--- src/rtl/ss_scroll_ctrl.sv ---
// Scrolling message controller for the 8-digit seven-segment driver: queues hex
// nibbles in a FIFO and shifts them into the display right-to-left on each scroll tick.
module ss_scroll_ctrl #(
   parameter int DEPTH      = 16,
   parameter int SCROLL_DIV = 50000000,
   parameter int CNT_W      = 26
) (
   input  logic                     clk,
   input  logic                     rst,
   input  logic                     wr_valid,
   input  logic [3:0]               wr_data,
   output logic                     wr_ready,
   input  logic                     show,
   output logic [3:0]               digit7,
   output logic [3:0]               digit6,
   output logic [3:0]               digit5,
   output logic [3:0]               digit4,
   output logic [3:0]               digit3,
   output logic [3:0]               digit2,
   output logic [3:0]               digit1,
   output logic [3:0]               digit0,
   output logic [7:0]               mask,
   output logic                     busy,
   output logic                     done,
   output logic [$clog2(DEPTH):0]   level
);

   localparam int AW = $clog2(DEPTH);
   localparam int LW = AW + 1;
   localparam logic [LW-1:0]    FULL_LVL = LW'(DEPTH);
   localparam logic [LW-1:0]    ONE_LVL  = LW'(1);
   localparam logic [AW-1:0]    ONE_PTR  = AW'(1);
   localparam logic [CNT_W-1:0] ONE_CNT  = CNT_W'(1);
   localparam logic [CNT_W-1:0] TICK_CNT = CNT_W'(SCROLL_DIV - 1);

   typedef enum logic [0:0] {
      IDLE   = 1'b0,
      SCROLL = 1'b1
   } state_t;

   state_t          state_r;
   logic [3:0]      mem_r [DEPTH];
   logic [AW-1:0]   wr_ptr_r;
   logic [AW-1:0]   rd_ptr_r;
   logic [LW-1:0]   level_r;
   logic [CNT_W-1:0] cnt_r;
   logic [7:0][3:0] digit_r;
   logic [7:0]      mask_r;
   logic            busy_r;
   logic            done_r;

   logic            have_s;
   logic            push_s;
   logic            pop_s;
   logic            tick_s;
   logic            start_s;

   assign wr_ready = (level_r != FULL_LVL);

   // Handshake, tick and start qualifiers for the current cycle.
   always_comb begin
      have_s  = (level_r != {LW{1'b0}});
      push_s  = wr_valid & wr_ready;
      tick_s  = 1'b0;
      start_s = 1'b0;
      if (state_r == SCROLL) begin
         tick_s = (cnt_r == TICK_CNT);
      end else begin
         start_s = show & have_s;
      end
      pop_s = tick_s & have_s;
   end

   // FIFO storage; contents are invalidated by the pointer reset, not cleared.
   always_ff @(posedge clk) begin
      if (push_s) begin
         mem_r[wr_ptr_r] <= wr_data;
      end
   end

   // FIFO pointers and occupancy; pointers wrap naturally since DEPTH is a power of two.
   always_ff @(posedge clk or negedge rst) begin
      if (!rst) begin
         wr_ptr_r <= {AW{1'b0}};
         rd_ptr_r <= {AW{1'b0}};
         level_r  <= {LW{1'b0}};
      end else begin
         if (push_s) begin
            wr_ptr_r <= wr_ptr_r + ONE_PTR;
         end
         if (pop_s) begin
            rd_ptr_r <= rd_ptr_r + ONE_PTR;
         end
         case ({push_s, pop_s})
            2'b10:   level_r <= level_r + ONE_LVL;
            2'b01:   level_r <= level_r - ONE_LVL;
            default: level_r <= level_r;
         endcase
      end
   end

   // Scroll FSM with tick counter and registered display outputs.
   always_ff @(posedge clk or negedge rst) begin
      if (!rst) begin
         state_r <= IDLE;
         cnt_r   <= {CNT_W{1'b0}};
         digit_r <= 32'h0000_0000;
         mask_r  <= 8'h00;
         busy_r  <= 1'b0;
         done_r  <= 1'b0;
      end else begin
         done_r <= 1'b0;
         case (state_r)
            IDLE: begin
               if (start_s) begin
                  digit_r <= 32'h0000_0000;
                  mask_r  <= 8'h00;
                  cnt_r   <= {CNT_W{1'b0}};
                  busy_r  <= 1'b1;
                  state_r <= SCROLL;
               end else begin
                  state_r <= IDLE;
               end
            end
            SCROLL: begin
               if (tick_s) begin
                  cnt_r <= {CNT_W{1'b0}};
                  if (have_s) begin
                     digit_r <= {digit_r[6:0], mem_r[rd_ptr_r]};
                     mask_r  <= {mask_r[6:0], 1'b1};
                  end else begin
                     // Queue drained: finish, leaving the last frame on the display.
                     state_r <= IDLE;
                     busy_r  <= 1'b0;
                     done_r  <= 1'b1;
                  end
               end else begin
                  cnt_r <= cnt_r + ONE_CNT;
               end
            end
            default: begin
               state_r <= IDLE;
               busy_r  <= 1'b0;
            end
         endcase
      end
   end

   assign digit7 = digit_r[7];
   assign digit6 = digit_r[6];
   assign digit5 = digit_r[5];
   assign digit4 = digit_r[4];
   assign digit3 = digit_r[3];
   assign digit2 = digit_r[2];
   assign digit1 = digit_r[1];
   assign digit0 = digit_r[0];
   assign mask   = mask_r;
   assign busy   = busy_r;
   assign done   = done_r;
   assign level  = level_r;

endmodule

--- config.mk ---
export PLATFORM = sky130hd
export DESIGN_NAME = ss_scroll_ctrl
export DESIGN_NICKNAME = d
export VERILOG_FILES = /design/src/rtl/ss_scroll_ctrl.sv
export SDC_FILE = /design/constraint.sdc
export NUM_CORES = 1
export LEC_CHECK = 0
export BUFFER_PORTS_ARGS = -buffer_cell sky130_fd_sc_hd__buf_2
export CORE_MARGIN = 2
export CORE_UTILIZATION = 47
export CTS_BUF_LIST = sky130_fd_sc_hd__clkbuf_8
export DETAILED_ROUTE_END_ITERATION = 12
export MAX_ROUTING_LAYER = met4
export PLACE_DENSITY = 0.67
export SKIP_LAST_GASP = 1
export SYNTH_ARGS = -nofsm -noshare
export SYNTH_HDL_FRONTEND = slang
export SYNTH_SLANG_ARGS = --single-unit
export TNS_END_PERCENT = 100
--- constraint.sdc ---
create_clock -name clk -period 6.06 [get_ports clk]
set_clock_uncertainty 0.1 [all_clocks]
set_input_delay 0.606 -clock clk [delete_from_list [all_inputs] [get_ports clk]]
set_output_delay 0.606 -clock clk [all_outputs]
set_load 0.02 [all_outputs]
==> reports/results.tsv <==
metric	value	unit
crit_chain	ha_1 -> and3_1 -> nand4_4 -> or3_1 -> nor3_1 -> ha_1 -> xor2_1 -> ha_1 -> nor2b_1 -> o21ai_0 -> a31oi_1 -> nor2_1 -> xor2_1	
avgSynthCellArea	11.7	um2
die_h	123	um
synth_area	6680	um2
critPathKind	flop to flop	
grt_pass1_vias	4479	
synth_compound_area_share	12.8	%
slew_violations	0	
drv_cap	0	
cp_max_fo	8	
drcViolationCount	0	
synth.most_common_cell	dfrtp_1	
switching_share	36.2	%
dp_hpwl	8.94	mm
startpoint	cnt_r[0]$_DFFE_PN0P_	
fin_crit_sh	60.9	%
drt_first_pass_iters	5	
die-area	15200	um2
syn_to_final_growth	11.1	%
crit_arrival	3.92	ns
cts_tree	done	
synth_simple_gate_area_share	13.4	%
post-cts-setup-buffers	0	
holdCritPathClass	input pin to asynchronous set/reset pin	
wl_per_cell	17.3	um
syn-num-nets	587	
vias_per_cell	5.85	
totalWireLength	13.9	mm
critPathRequiredTime	6.29	ns
synthAdderAreaFrac	1.87	%
power_per_cell_area	427	nW/um2
dpl.cell_count	767	
ys.warnings.count	0	
postSynthCellCount	569	
fin_nets	624	
synthMuxAreaShare	6.19	%
gr-total-overflow	0	
intPower	0.00202	W
postRouteAntennaNets	0	
post_cts_resize_count	0	
drt_iter0_drc	448	
die_x	123	um
core	13900	um2
synth_area_leaders	dfrtp_1, edfxtp_1, mux4_2	
cts.sinks	146	
pin_count	56	
r2r-start	cnt_r[0]$_DFFE_PN0P_	
final_cells	799	
gp_congestion	0.884	
track_usage	20.0	%
cts_root_buffer	clkbuf_8	
rsz0062_at_grt	false	
p_leak	2.76	nW
setup_viol	0	
initial_utilization	48.1	%
crit_slowest_cell	dfrtp_1	
drive_above_1_share	18.3	%
n_antenna_cell	0	
cts_buffer_depth	2	
synth_xor_area_share	2.36	%
synth_flop_cell	dfrtp_1	
yosysTopAreaCell	dfrtp_1	
r2r_end	level[4]$_DFFE_PN0P_	
end_kind	flop	
cts_hold_buffers	0	
crit_top_cell	ha_1	
fin_crit	3.69	ns
max_slew_margin	18.1	%
p_switching	0.00115	W
synth.top_cell.area_share	30.7	%
synthTopCellsByCount	dfrtp_1, nand2_1, edfxtp_1	
worst_slew_pin_slew	1.23	ns
antenna_found_initial	0	
grt_max_degree	83	
synth-seq-area-share	59.5	%
rows	43	
vias	4676	
synth_top_family_by_area	simple AND/OR/NAND/NOR gates	
r2r_cells	13	
synthArstFlopShare	56.2	%
synth_seq_cells	146	
synth_edf_count	64	
htreeDepth	4	
tns	0	ns
pwr-share-comb	26.7	%
portBuffers	55	
clkLatencyLatePin	0.45	ns
outcome	finished, final reports clean	
finalHoldViolations	0	
clkSlewWorstSetupHoldPaths	0.08	ns
worst_setup_path_start_kind	flop	
seqPwrFrac	49.0	%
grt_pass1_wl	22.8	mm
ys_types	46	
cts_buffers	17	
r2r_slack	2.37	ns
fmax	271	MHz
irDropWorstVdd	0.168	mV
cpPeakStageDelay	0.45	ns
power_frac_clock	24.3	%
## through the flow
| stage | worst slack [ns] | instance area [um2] | hold slack (ns) | util, % | total power (W) |
|---|---|---|---|---|---|
| 2_1_floorplan | 2.68 | 6680 | 0.210 | - | 0.00212 |
| 3_3_place_gp | 2.69 | 7010 | 0.377 | 50.5 | 0.00238 |
| 3_5_place_dp | 2.43 | 7010 | 0.406 | 50.5 | 0.00243 |
| 4_1_cts | 2.40 | 7420 | 0.266 | 53.4 | 0.00320 |
| 5_1_grt | 2.15 | 7420 | 0.305 | 53.4 | 0.00338 |
| 6_report | 2.37 | 7420 | 0.231 | 53.4 | 0.00317 |
## cells in the final DEF, fill, tap and decap left out, types with 2 or more instances in the layout
cell and n:
nor3_1 8, and2_1 3, nor2_1 24, nand2_1 74, a31oi_1 14, ha_1 10, xnor2_1 9, nor4_1 2
o21ai_1 41, clkinv_2 2, a21oi_1 17, or3_1 5, clkbuf_8 17, buf_2 54, edfxtp_1 64, mux2_2 2
clkinv_4 3, nor2b_1 4, mux2i_1 3, mux4_2 16, inv_1 13, xor2_1 9, and4_1 4, bufinv_16 3
o21ai_0 11, nand2b_1 5, dfrtp_1 82, and3_1 3, a22oi_1 39, buf_4 6, a22o_1 3, clkinvlp_4 3
a41oi_1 4, or4_1 2, nand4_1 8, nand3_1 37
## kinds of logic (layout without fill, tap and decap cells)
group,count (synthesis),after routing
AOI/OAI and AO/OA,138,138
and+or+nand+nor,184,184
DFF,146,146
xor gates and xnor gates,18,18
adders and majority gates,10,10
muxes,21,21
buffers and inverters,52,102
## cell type report
cell class | count | area (um2)
Inverter | 10 | 37.5
Clock inverter | 15 | 169
Timing Repair Buffer | 60 | 315
Tap cell | 180 | 225
Multi-Input combinational cell | 371 | 2460
Fill cell | 1173 | 6460
Sequential cell | 146 | 3970
Clock buffer | 17 | 234
## worst max-delay path, delay by kind of cell, from the launching register on
kind / cells / cell delay [ns]
AO/OA/AOI/OAI: 2 / 0.30
AND/OR/NAND/NOR: 6 / 1.53
adder cells (fa/ha/maj): 3 / 0.84
XOR/XNOR: 2 / 0.34
flip-flops: 1 / 0.45
## layer usage
metal | share of wire, % | GRT usage, % | vias to the layer above
li1 | - | - | 2183
met1 | 45 | 26.8 | 2319
met2 | 48 | 30.4 | 158
met3 | 5.6 | 4.61 | 16
met4 | 1.3 | 6.53 | 0
met5 | 0 | - | -
## registers in the layout, indices dropped and copies added (netlist names), 4 cells and up
register and cells:
mem_r 64, cnt_r 26, mask 8, level 5
digit0 4, digit1 4, digit2 4, digit3 4
digit4 4, digit5 4, digit6 4, digit7 4
rd_ptr_r 4, wr_ptr_r 4
## power groups by stage
| stage | Clock (W) | Combinational (W) | Sequential [W] |
|---|---|---|---|
| floorplan | 0 | 0.000458 | 0.00166 |
| global placement | 0 | 0.000830 | 0.00155 |
| detailed placement | 0 | 0.000855 | 0.00157 |
| CTS | 0.000788 | 0.000858 | 0.00155 |
| global route | 0.000831 | 0.000953 | 0.00160 |
| finish | 0.000772 | 0.000846 | 0.00155 |
## worst max path at each step
stage	cells after the start	endpoint	slack, ns
global route	13	level[4]$_DFFE_PN0P_	2.15
floorplan	17	level[4]$_DFFE_PN0P_	2.68
global placement	13	level[4]$_DFFE_PN0P_	2.69
finish	13	level[4]$_DFFE_PN0P_	2.37
CTS	13	level[4]$_DFFE_PN0P_	2.40
detailed placement	13	level[4]$_DFFE_PN0P_	2.43
Power figures use the tool's default switching activity.
